[config.mk]
export PLATFORM = sky130hd
export DESIGN_NAME = turfio_rx_aligner
export DESIGN_NICKNAME = d
export VERILOG_FILES = /design/src/rtl/turfio_pkg.sv /design/src/rtl/turfio_bit_rotator.sv /design/src/rtl/turfio_rx_aligner.sv
export SDC_FILE = /design/constraint.sdc
export NUM_CORES = 1
export LEC_CHECK = 0
export BUFFER_PORTS_ARGS = -buffer_cell sky130_fd_sc_hd__clkbuf_2
export CAP_MARGIN = 5
export CORE_AREA = 2 2 111 113
export CTS_CLUSTER_DIAMETER = 80
export DETAILED_ROUTE_END_ITERATION = 8
export DIE_AREA = 0 0 113 115
export GPL_TIMING_DRIVEN = 0
export SYNTH_ARGS = -nofsm -noshare
export SYNTH_HDL_FRONTEND = slang
export SYNTH_SLANG_ARGS = --single-unit
[constraint.sdc]
create_clock -name phy_clk -period 1.7 [get_ports phy_clk]
set_input_delay 0.085 -clock phy_clk [delete_from_list [all_inputs] [get_ports phy_clk]]
set_output_delay 0.085 -clock phy_clk [all_outputs]
set_load 0.01 [all_outputs]
[src/rtl/turfio_pkg.sv]
// Shared definitions for the TURFIO receive path.
//   align_state_t                : aligner FSM states
//   TURFIO_TRAIN_PATTERN_DEFAULT : training word, byte 0 ([7:0]) first on the wire
package turfio_pkg;

  typedef enum logic [1:0] {
    HUNT   = 2'd0,
    VERIFY = 2'd1,
    LOCKED = 2'd2
  } align_state_t;

  localparam logic [31:0] TURFIO_TRAIN_PATTERN_DEFAULT = 32'hA55A6996;

endpackage

[src/rtl/turfio_bit_rotator.sv]
// Fabric-side bit slip: rotates each valid byte across the previous one.
//   phy_clk    : PHY fabric clock
//   rst        : synchronous, active-high reset
//   din        : raw byte from the PHY
//   din_valid  : byte qualifier
//   off        : bit offset 0..7, dout = {prev,din}[7+off:off]
//   dout       : rotated byte, registered
//   dout_valid : one cycle after din_valid
module turfio_bit_rotator (
  input  logic       phy_clk,
  input  logic       rst,
  input  logic [7:0] din,
  input  logic       din_valid,
  input  logic [2:0] off,
  output logic [7:0] dout,
  output logic       dout_valid
);

  logic [7:0]       prev;
  logic [15:0]      pair;
  logic [7:0][7:0]  tap;
  logic             unused_prev_msb;

  assign pair = {prev, din};

  // One candidate byte per offset; off selects among them.
  for (genvar k = 0; k < 8; k++) begin : g_tap
    assign tap[k] = pair[k +: 8];
  end

  // The widest rotation reaches bit 14, so prev[7] never feeds the output.
  assign unused_prev_msb = pair[15];

  always_ff @(posedge phy_clk) begin
    if (rst) begin
      prev       <= '0;
      dout       <= '0;
      dout_valid <= 1'b0;
    end else begin
      dout_valid <= din_valid;
      if (din_valid) begin
        prev <= din;
        dout <= tap[off];
      end
    end
  end

endmodule

[src/rtl/turfio_rx_aligner.sv]
// TURFIO RX word aligner: finds bit offset and byte phase of the repeating
// training word, locks, then emits aligned 32-bit words.
//   phy_clk, rst            : clock, synchronous active-high reset
//   data_to_fabric          : byte from the PHY, qualified by fifo_data_valid
//   retrain                 : pulse, return to HUNT (keeps bit_offset)
//   train_en                : far end is sending training words
//   dout / dout_valid       : aligned word {b3,b2,b1,b0} + strobe (LOCKED only)
//   locked                  : FSM is in LOCKED
//   bit_offset              : current rotation
//   err_count               : training mismatches while locked
// Build option: TURFIO_ALIGN_ERRCNT_EN enables err_count; otherwise it is 0.
module turfio_rx_aligner
  import turfio_pkg::*;
#(
  parameter logic [31:0] TRAIN_PATTERN = TURFIO_TRAIN_PATTERN_DEFAULT,
  parameter int          HUNT_TIMEOUT  = 32,
  parameter int          LOCK_COUNT    = 4
) (
  input  logic        phy_clk,
  input  logic        rst,
  input  logic [7:0]  data_to_fabric,
  input  logic        fifo_data_valid,
  input  logic        retrain,
  input  logic        train_en,
  output logic [31:0] dout,
  output logic        dout_valid,
  output logic        locked,
  output logic [2:0]  bit_offset,
  output logic [15:0] err_count
);

  localparam int HW = $clog2(HUNT_TIMEOUT + 1);

  align_state_t  state, state_nxt;
  logic [7:0]    rot;
  logic          rot_vld;
  logic [31:0]   window, win_nxt;
  logic [1:0]    phase;
  logic [HW-1:0] hunt_cnt;
  logic [3:0]    match_cnt;
  logic          pat_hit, word_done;
  logic          hunt_clr, hunt_inc, off_inc;
  logic          match_clr, match_load, match_inc;
  logic          phase_sync, load_out, err_inc;

  turfio_bit_rotator u_rot (
    .phy_clk    (phy_clk),
    .rst        (rst),
    .din        (data_to_fabric),
    .din_valid  (fifo_data_valid),
    .off        (bit_offset),
    .dout       (rot),
    .dout_valid (rot_vld)
  );

  // Compare against the window as it will be after this byte, so decisions
  // land in the same cycle the byte enters the window.
  assign win_nxt   = {rot, window[31:8]};
  assign pat_hit   = (win_nxt == TRAIN_PATTERN);
  assign word_done = rot_vld && (phase == 2'd3);
  assign locked    = (state == LOCKED);

  always_ff @(posedge phy_clk) begin
    if (rst) state <= HUNT;
    else     state <= state_nxt;
  end

  always_comb begin
    state_nxt  = state;
    hunt_clr   = 1'b0;
    hunt_inc   = 1'b0;
    off_inc    = 1'b0;
    match_clr  = 1'b0;
    match_load = 1'b0;
    match_inc  = 1'b0;
    phase_sync = 1'b0;
    load_out   = 1'b0;
    err_inc    = 1'b0;
    if (retrain) begin
      state_nxt = HUNT;
      hunt_clr  = 1'b1;
      match_clr = 1'b1;
    end else if (rot_vld) begin
      unique case (state)
        HUNT: begin
          // A hit takes priority over a timeout in the same byte.
          if (pat_hit) begin
            state_nxt  = VERIFY;
            match_load = 1'b1;
            phase_sync = 1'b1;
            hunt_clr   = 1'b1;
          end else if (hunt_cnt == HW'(HUNT_TIMEOUT - 1)) begin
            off_inc  = 1'b1;
            hunt_clr = 1'b1;
          end else begin
            hunt_inc = 1'b1;
          end
        end
        VERIFY: begin
          // The HUNT hit loads 1; lock on the matching word that arrives once
          // the count already stands at LOCK_COUNT.
          if (word_done) begin
            if (!pat_hit) begin
              state_nxt = HUNT;
              hunt_clr  = 1'b1;
            end else if (match_cnt == 4'(LOCK_COUNT)) begin
              state_nxt = LOCKED;
            end else begin
              match_inc = 1'b1;
            end
          end
        end
        LOCKED: begin
          if (word_done) begin
            load_out = 1'b1;
            err_inc  = train_en && !pat_hit;
          end
        end
        default: state_nxt = HUNT;
      endcase
    end
  end

  always_ff @(posedge phy_clk) begin
    if (rst) begin
      window     <= '0;
      phase      <= '0;
      hunt_cnt   <= '0;
      match_cnt  <= '0;
      bit_offset <= '0;
      dout       <= '0;
      dout_valid <= 1'b0;
    end else begin
      dout_valid <= 1'b0;
      // Window and phase track every byte, even one that coincides with retrain.
      if (rot_vld) begin
        window <= win_nxt;
        phase  <= phase_sync ? 2'd0 : phase + 2'd1;
      end
      if (hunt_clr)      hunt_cnt <= '0;
      else if (hunt_inc) hunt_cnt <= hunt_cnt + HW'(1);
      if (match_clr)       match_cnt <= '0;
      else if (match_load) match_cnt <= 4'd1;
      else if (match_inc)  match_cnt <= match_cnt + 4'd1;
      if (off_inc) bit_offset <= bit_offset + 3'd1;
      if (load_out) begin
        dout       <= win_nxt;
        dout_valid <= 1'b1;
      end
    end
  end

`ifdef TURFIO_ALIGN_ERRCNT_EN
  logic [15:0] err_q;

  always_ff @(posedge phy_clk) begin
    if (rst || retrain)                    err_q <= '0;
    else if (err_inc && err_q != 16'hFFFF) err_q <= err_q + 16'd1;
  end

  assign err_count = err_q;
`else
  logic unused_err;

  assign unused_err = err_inc;
  assign err_count  = '0;
`endif

endmodule

## Word level (Yosys, flattened, before mapping)

Index checks and enable logic that the tools add are counted.

- Register bits after elaboration: 98
- Word-level logic and storage cells: 77
- Bits of input ports: 13

- Add/subtract/negate cells: 4
- Order comparisons: 1
- Eq/ne operators: 9
- Bitwise logic cells: 1
- Mux-type cells: 42
- Reduce and logical (&&, ||, !) cells: 8

Operators with widths:

| cell | number |
|---|---|
| two-way mux 1 bit | 33 |
| equality test 32 bit (second input constant) | 1 |
| binary-select mux 8 bit (select 3 bit) | 1 |
| two-way mux 2 bit | 5 |
| two-way mux 8 bit | 1 |
| adder 6 x 1 -> 6 bit (second input constant) | 1 |
| equality test 6 x 5 -> 1 bit (second input constant) | 1 |
| one-hot mux 2 bit (3 select lines) | 1 |
| OR reduction 2 bit | 3 |
| AND reduction 5 bit | 1 |
| adder 4 x 1 -> 4 bit (second input constant) | 1 |
| equality test 2 bit (second input constant) | 2 |
| equality test 4 x 3 -> 1 bit (second input constant) | 1 |
| < comparator 3 x 4 -> 1 bit (second input constant) | 1 |
| != test 2 bit (second input constant) | 2 |
| adder 3 x 1 -> 3 bit (second input constant) | 1 |
| != test 3 bit (second input constant) | 1 |
| OR reduction 3 bit | 1 |
| adder 2 x 1 -> 2 bit (second input constant) | 1 |
| equality test 2 x 1 -> 1 bit (second input constant) | 1 |
| zero test 2 bit | 1 |
| one-hot mux 1 bit (2 select lines) | 1 |
| nonzero test 2 bit | 1 |
| logical AND 1 bit | 1 |
| NOT 1 bit | 1 |

## Longest topological paths before layout

Gate-level depths: netlist of run 1.

- Depth after elaboration: 9
- Mapped depth: 7
- Mapped depth without buffers: 7

## Hierarchy

Synthesis of run 1 repeated with hierarchy kept, for this count alone.

- Cell total of the unflattened synthesis: 441
- Area total of the unflattened synthesis: 4,067.7 um^2

Modules (own cells, without submodules):

| module | times used | cells an instance | area each (um^2) | sequential area each (um^2) |
|---|---|---|---|---|
| turfio_rx_aligner | 1 | 358 | 3,155.5 | 1,481.4 |
| turfio_bit_rotator | 1 | 83 | 912.1 | 320.3 |

## Worst setup path after synthesis of run 1

No wires, ideal clock.

- Kind: register to register
- Start point: reg match_cnt[0]
- End point: reg match_cnt[3]
- Data required time: 1.630 ns
- Clock period less this slack: 1.833 ns
- Buffers on the path: 0
- Setup slack: -0.133 ns
- Cell stages (with the launch flop): 8
- Data arrival time: 1.763 ns
- Path through: dfxtp_1 > inv_1 > ha_1 > and3b_1 > nor4_2 > nand4_1 > or4_1 > a21oi_1

- Longest elaborated chain between the ends: 7
- Elaborated cells between the ends (all ways): 8
- Classes of those cells: add/sub: 1; eq/ne: 1; mux: 6

Ends and longest elaborated chain:

| item | line | source |
|---|---|---|
| from (decl) | turfio_rx_aligner.sv:40 | `logic [3:0] match_cnt;` |
| from (signal assigned) | turfio_rx_aligner.sv:144 | `else if (match_inc) match_cnt <= match_cnt + 4'd1;` |
| equality test 4 x 3 -> 1 bit | turfio_rx_aligner.sv:106 | `end else if (match_cnt == 4'(LOCK_COUNT)) begin` |
| two-way mux 1 bit | turfio_rx_aligner.sv:106 |  |
| two-way mux 1 bit | turfio_rx_aligner.sv:103 | `if (!pat_hit) begin` |
| two-way mux 1 bit | turfio_rx_aligner.sv:102 | `if (word_done) begin` |
| two-way mux 1 bit | turfio_rx_aligner.sv:84 | `unique case (state)` |
| two-way mux 1 bit | turfio_rx_aligner.sv:83 | `end else if (rot_vld) begin` |
| two-way mux 1 bit | turfio_rx_aligner.sv:79 | `if (retrain) begin` |

Several ways; a longest one is shown, not always the timed one.
A chain may end at the register's enable or synchronous reset.

## Worst setup path after layout of run 1

- Start point: reg window[13]
- End point: reg hunt_cnt[4]

- Longest elaborated chain between the ends: 7
- Elaborated cells between the ends (all ways): 12
- Classes of those cells: eq/ne: 1; mux: 10; reduce/logical: 1

Ends and longest elaborated chain:

| item | line | source |
|---|---|---|
| from (decl) | turfio_rx_aligner.sv:37 | `logic [31:0] window, win_nxt;` |
| from (signal assigned) | turfio_rx_aligner.sv:137 | `window <= win_nxt;` |
| equality test 32 bit (*) | turfio_rx_aligner.sv:59 | `assign pat_hit = (win_nxt == TRAIN_PATTERN);` |
| two-way mux 1 bit | turfio_rx_aligner.sv:103 |  |
| two-way mux 1 bit | turfio_rx_aligner.sv:102 |  |
| one-hot mux 1 bit (2 select lines) | turfio_rx_aligner.sv:84 |  |
| two-way mux 1 bit | turfio_rx_aligner.sv:83 |  |
| two-way mux 1 bit | turfio_rx_aligner.sv:79 |  |
| OR reduction 2 bit (no line) | -- |  |
| to (signal assigned) | turfio_rx_aligner.sv:141 | `else if (hunt_inc) hunt_cnt <= hunt_cnt + HW'(1);` |
| to (decl) | turfio_rx_aligner.sv:39 | `logic [HW-1:0] hunt_cnt;` |

Mark *: on every way between the ends. The rest lies on a longest branch, timed or not.

==> metrics, run 1 <==
status=complete, but fails checks; violated checks=DRC, setup timing; Hold Violations, Final=0; VDD IR max=543.9 uV; logic gate share of total power=0.058; Psw=a little under 0.001 W; Initial Util=0.3397; worst hold-check path type=in -> reg; crit-path max FO=6; synthesized area per cell=slightly below 9 um2; Global Route Usage Sum=0.1546; Chip Height=about 120 um; CTS tree=built; power density over cell area=about 890 nW/um2; GR Layer Usage met3=0.04533; GR Util met2=0.2491; antenna violations before repair=0; first-pass GRT wire length=between 15000 and 20000 um; Setup WS post-layout=-0.1364 ns; sequential share of power=0.477; FF-to-FF Start=window[13]$_SDFFE_PP0P_; Hold Path End=u_rot.prev[2]$_SDFFE_PP0P_; GPL Wtd Cong=around 0.84; die area=13000 um2; FFs w/ async S/R, synth=0; static leakage=roughly 2.0 nW; row count=40; Synth cell types=between 40 and 50; placed cell areas=approximately 4500 um2; hold_sp=data_to_fabric[2]; CP endpoint kind=flip-flop; sequential fraction of the synthesis area=0.4490; internal power=0.003589 W; R2R Path End=hunt_cnt[4]$_SDFFE_PP0P_; multi-input logic area=between 2000 and 2500 um2; Synth area leader=dfxtp_1; cts bufs inserted=9; minimum clock period=approximately 1.8 ns; Worst slew margin=0.5318; CP Launch Type=flip-flop; Worst Reg2Reg Path Length in Cells=5; dpl hpwl=7167 um; Post-synth top cells=dfxtp_1, nand2_1, nor2_1; area share of the largest cell type after synthesis=0.4490; Max-cap violations=0; Area Growth Syn to Fin=27.75%; Synth warnings=0; I/O Pins=between 60 and 70; global routing's busiest layer=met2; clock sink count=90; ANT nets after route=0; mapped cell area=4013 um2; DIE WIDTH=between 100 and 150 um; switching portion of total power=0.2169; CP Class=reg -> reg; Vias=roughly 3400; register bit total from synthesis=90; Avg WL per Cell=14.39 um; vias per cell=between 4 and 5; Worst EP required=a little under 2 ns; Skew-Pair Late Insertion Delay=0.35 ns; Mapped Cells=between 400 and 500; Clock Power Share=0.465; Post-synth EDFFs=0; filler cell count=roughly 1200; vias in the first global route=roughly 3200; global route total overflow=0; max-slew violations=0; clock skew=a little over 0.009 ns; DRC Markers=8; total length of routed wires=about 9800 um; Tightest Pin Transition=approximately 0.7 ns; Clock Root Buffer=clkbuf_16; Top FF cell, synth=dfxtp_1; most common cell in the netlist=dfxtp_1; final worst path period share=1.080; largest net degree at the start of global routing=15; r2r setup slk=-0.14 ns; First DRT Iteration DRCs=about 180; Finished Cell Area=5126 um2; Clock transition at path regs=around 0.060 ns; pre-CTS setup slack=-0.3995 ns; clock buffer depth=2; Seq. cell area=between 1500 and 2000 um2; CTS H-Tree Depth=3; Max Clock Freq=approximately 540 MHz; 1st-pass router iterations=6; Synth area leaders=dfxtp_1, mux2i_1, nand2_1, a21oi_1, nor2_1; Final setup viols=12; met1 Usage GRT=0.1982; Hold Path Stages=3; nets=550; layout cell share with drive strength beyond 1=0.3017; Antenna diodes=0; CORE AREA=roughly 12000 um2; I/O Buffers=46; CP Data Arrival Time=between 2 and 2.5 ns; RSZ-0062 raised after global routing=true
sequential cells by signal (all words and copies together) (netlist names):
register / cells
u_rot.dout_valid: 1
window: 24
bit_offset: 3
state: 2
hunt_cnt: 6
dout: 32
phase: 2
dout_valid: 1
match_cnt: 4
u_rot.prev: 7
u_rot.dout: 8
worst max-delay path by stage:
| stage | from | to | slack (ns) | depth (start not counted) |
|---|---|---|---|---|
| final | window[13]$_SDFFE_PP0P_ | hunt_cnt[4]$_SDFFE_PP0P_ | -0.14 | 5 |
| after global routing | window[13]$_SDFFE_PP0P_ | hunt_cnt[4]$_SDFFE_PP0P_ | -0.19 | 5 |
| after CTS | window[14]$_SDFFE_PP0P_ | hunt_cnt[4]$_SDFFE_PP0P_ | -0.15 | 5 |
| after detailed placement | window[20]$_SDFFE_PP0P_ | match_cnt[0]$_SDFFE_PP0P_ | -0.40 | 6 |
| after global placement | u_rot.dout[1]$_SDFFE_PP0P_ | state[0]$_SDFFE_PP0P_ | -0.36 | 6 |
| after floorplan | match_cnt[0]$_SDFFE_PP0P_ | match_cnt[3]$_SDFFE_PP0P_ | -0.04 | 7 |
cell usage in the layout (no fill, tap or decap), types with 9 or more instances in the layout:
cell type,count
clkbuf_16,9
mux2i_1,45
a21oi_1,45
clkbuf_2,53
buf_4,26
dfxtp_1,76
nor2_1,51
clkbuf_1,15
conb_1,16
dfxtp_2,12
nand2_1,73
kinds of logic (layout without fill, tap and decap cells):
family / after synthesis / after routing / share of synthesized area
AO/OA/AOI/OAI: 81 / 81 / 0.1176
XOR/XNOR: 2 / 2 / 0.004366
adder cells (fa/ha/maj): 5 / 5 / 0.01559
buffers and inverters: 52 / 122 / 0.06517
flip-flops: 90 / 90 / 0.4490
multiplexers: 53 / 53 / 0.1459
other: 1 / 16 / 0.0009346
AND/OR/NAND/NOR: 168 / 168 / 0.2014
layer usage:
metal / share of wire / vias up / wire length [um]
met5: 0 / - / 0
met4: 0.013 / 0 / 125
met3: 0.065 / 10 / 637
met2: 0.46 / 87 / 4549
met1: 0.46 / 1601 / 4530
li1: - / 1703 / -
cell type report:
cell class / count / area share
buffer: 46 / 0.05760
inverter: 4 / 0.002929
clock inverter: 4 / 0.01440
tap: 147 / 0.03588
multi-input combinational: 325 / 0.4245
clock buffer: 12 / 0.04808
sequential: 90 / 0.3559
timing repair buffer: 56 / 0.06078
per-stage QoR:
step / instances / hold WS [ns] / util / total power (W) / TNS, ns
3_3_place_gp: 660 / 0.3446 / 0.3803 / 0.002476 / -12.11
4_1_cts: 683 / 0.003636 / 0.4240 / 0.004619 / -0.9320
6_report: 684 / 0.01383 / 0.4340 / 0.004583 / -0.9022
2_1_floorplan: 467 / 0.2322 / - / 0.002407 / -0.06850
3_5_place_dp: 660 / 0.3549 / 0.3803 / 0.002484 / -13.25
5_1_grt: 684 / 0.03547 / 0.4340 / 0.004729 / -1.840
worst max-delay path, cell delays in order, from the launching register on:
cell and delay [ns]:
dfxtp_4 0.35, nor4b_4 0.34, nand4_4 0.17, or2_4 0.31
a221o_2 0.43, a211oi_2 0.16
what timing repair did:
action | 4_1_cts | 5_1_grt
setup endpoints to repair | 55 | 74
setup buffers | 7 | 2
pin swaps | 11 | 14
hold buffers | 1 | 0
gates resized for setup | 46 | 39
hold endpoints to repair | 1 | 0
power groups by stage:
stage	Sequential [W]	Clock (W)	Combinational [W]
after detailed placement	0.00223	0	0.000251
after floorplan	0.00221	0	0.000192
after global routing	0.00219	0.00224	0.000295
final	0.00219	0.00213	0.000266
after CTS	0.00219	0.00218	0.000257
after global placement	0.00223	0	0.000245
Note: power is estimated with default switching activity, not from simulation.
==> inputs of run 2 (changes only) <==
RECOVER_POWER = 100   (was default)
==> metrics, run 2 (synthesis gave the netlist of run 1 again) <==
top flop regs=dout (32), window (24), u_rot.dout (8); Finished Cell Area=5056 um2 (-1.4%); max reg flops=32 (unchanged); GPL Wtd Cong=0.8446 (unchanged); antenna violations before repair=0 (unchanged); First DRT Iteration DRCs=207 (+17%); cts bufs inserted=9 (unchanged); Seq. cell area=1824 um2 (unchanged); die area=13000 um2 (unchanged); ANT nets after route=0 (unchanged); power density over cell area=905.9 nW/um2 (+1.3%); max-slew violations=0 (unchanged); CTS H-Tree Depth=3 (unchanged); CORE AREA=11810 um2 (unchanged); CP endpoint kind=flip-flop; Slowest-stage cell, CP=a221o_2; vias in the first global route=3228 (unchanged); Clock transition at path regs=0.06 ns (about the same); I/O Pins=66 (unchanged); clock skew=0.009705 ns (+0.0003685 ns); vias per cell=5.003 (+0.62%); total length of routed wires=9899 um (+0.58%); Avg WL per Cell=14.47 um (+0.58%); layout cell share with drive strength beyond 1=0.2272 (-0.07449); Chip Height=115 um (unchanged); Vias=3422 (+0.62%); Max stage delay on crit path=0.43 ns (about the same); status=complete, but fails checks; filler cell count=1190 (+1.8%); Initial Util=0.3397 (unchanged); global route total overflow=0 (unchanged); I/O Buffers=46 (unchanged); family with the most delay on the worst path=simple AND/OR/NAND/NOR gates; minimum clock period=1.840 ns (+0.003357 ns); Setup WS post-layout=-0.1397 ns (-0.003357 ns); RSZ-0062 raised after global routing=true; Skew-Pair Late Insertion Delay=0.34 ns (about the same); nets=550 (unchanged); Clock Root Buffer=clkbuf_16; largest net degree at the start of global routing=15 (unchanged); critical path cell sequence=nor4b_4 > nand4_4 > or2_4 > a221o_2 > a211oi_2; Tightest Pin Transition=0.6897 ns (-0.01261 ns); first-pass GRT wire length=16000 um (unchanged); Worst slew margin=0.5402 (+0.008405); Worst EP required=1.96 ns (about the same); Antenna diodes=0 (unchanged); Final setup viols=12 (unchanged); total chip power=0.004581 W (about the same); worst hold-check path type=in -> reg; final worst path period share=1.082 (+0.001975); VDD IR max=521.4 uV (-4.1%); CTS tree=built; crit path buf inv count=0 (unchanged); violated checks=DRC, setup timing; setup_tns=-0.9311 ns (-0.02888 ns); Area Growth Syn to Fin=26.01%; clock buffer depth=2 (unchanged); placed cell areas=4492 um2 (unchanged); CP Launch Type=flip-flop; Hold Violations, Final=0 (unchanged); DIE WIDTH=113 um (unchanged); clock sink count=90 (unchanged); DRC Markers=8 (unchanged); CP Class=reg -> reg; row count=40 (unchanged); post-layout util=0.4281 (-0.005932); CP Data Arrival Time=2.10 ns (about the same); 1st-pass router iterations=6 (unchanged); dpl hpwl=7167 um (unchanged); commonest non-fill, non-tap cell in the layout=dfxtp_1; static leakage=1.838 nW (-6.6%); Biggest register=dout; pre-CTS setup slack=-0.3995 ns (unchanged); crit-path max FO=6 (unchanged); Max Clock Freq=543.6 MHz (-0.18%); Global Route Usage Sum=0.1546 (unchanged); Max-cap violations=0 (unchanged); multi-input logic area=2158 um2 (-0.81%); highest-count cells in the layout ignoring fill and taps=dfxtp_1, nand2_1, clkbuf_1
## run 2: cell count changes in the layout (fill, tap and decap cells not counted)
| cell | before | now |
|---|---|---|
| clkbuf_1 | 15 | 53 |
| clkbuf_2 | 53 | 17 |
| buf_1 | 1 | 0 |
| buf_6 | 2 | 1 |
| ha_1 | 2 | 3 |
| ha_4 | 2 | 1 |
| mux2_1 | 0 | 1 |
| mux2_2 | 4 | 3 |
| or3_1 | 2 | 3 |
| or3_4 | 1 | 0 |
## run 2: stage by stage
step                      hold slack, ns  instances
after CTS                       0.003636        683
after floorplan                   0.2322        467
final                            0.01513        684
after global routing             0.03546        684
after detailed placement          0.3549        660
after global placement            0.3446        660
## run 2: layout make-up
class                   count  area share
clock buffers              12     0.04875
multi-input cells         325      0.4269
flip-flops and latches     90      0.3608
inverters                   4    0.002970
repair buffers             56     0.05271
clock inverters             4     0.01460
plain buffers              46     0.05692
well taps                 147     0.03638
## run 2: worst paths after layout
check                     startpoint                          to  slack [ns]  cells after the start
max          window[13]$_SDFFE_PP0P_    hunt_cnt[4]$_SDFFE_PP0P_       -0.14                      5
min                data_to_fabric[2]  u_rot.prev[2]$_SDFFE_PP0P_        0.02                      3
max reg2reg  window[13]$_SDFFE_PP0P_    hunt_cnt[4]$_SDFFE_PP0P_       -0.14                      5
min reg2reg    dout[10]$_SDFFE_PP0P_       dout[10]$_SDFFE_PP0P_        0.46                      2
## run 2: where the power goes
part	leakage, nW	internal (W)	switching [W]	total, W
Combinational	0.945	0.000113	0.000153	0.000266
Clock	0.157	0.00133	0.000798	0.00213
Sequential	0.736	0.00214	0.0000422	0.00219
## run 2: layer usage
metal | vias up | routed length (um) | GRT usage | share of wire
met5 | - | 0 | 0 | 0
met4 | 0 | 110 | 0.05610 | 0.011
met3 | 11 | 628 | 0.04533 | 0.063
met2 | 96 | 4561 | 0.2491 | 0.46
met1 | 1609 | 4599 | 0.1982 | 0.46
li1 | 1706 | - | - | -
## run 2: timing repair
item / CTS / global route
hold buffers: 1 / 0
setup buffers: 7 / 2
pin swaps: 11 / 14
setup endpoints to repair: 55 / 74
cloned: 0 / 0
resized for setup: 46 / 39
hold endpoints to repair: 1 / 0
## run 2: worst register-to-register path, cell delays in order, from the launching register on
cell	delay [ns]
dfxtp_4	0.35
nor4b_4	0.34
nand4_4	0.17
or2_4	0.31
a221o_2	0.43
a211oi_2	0.16
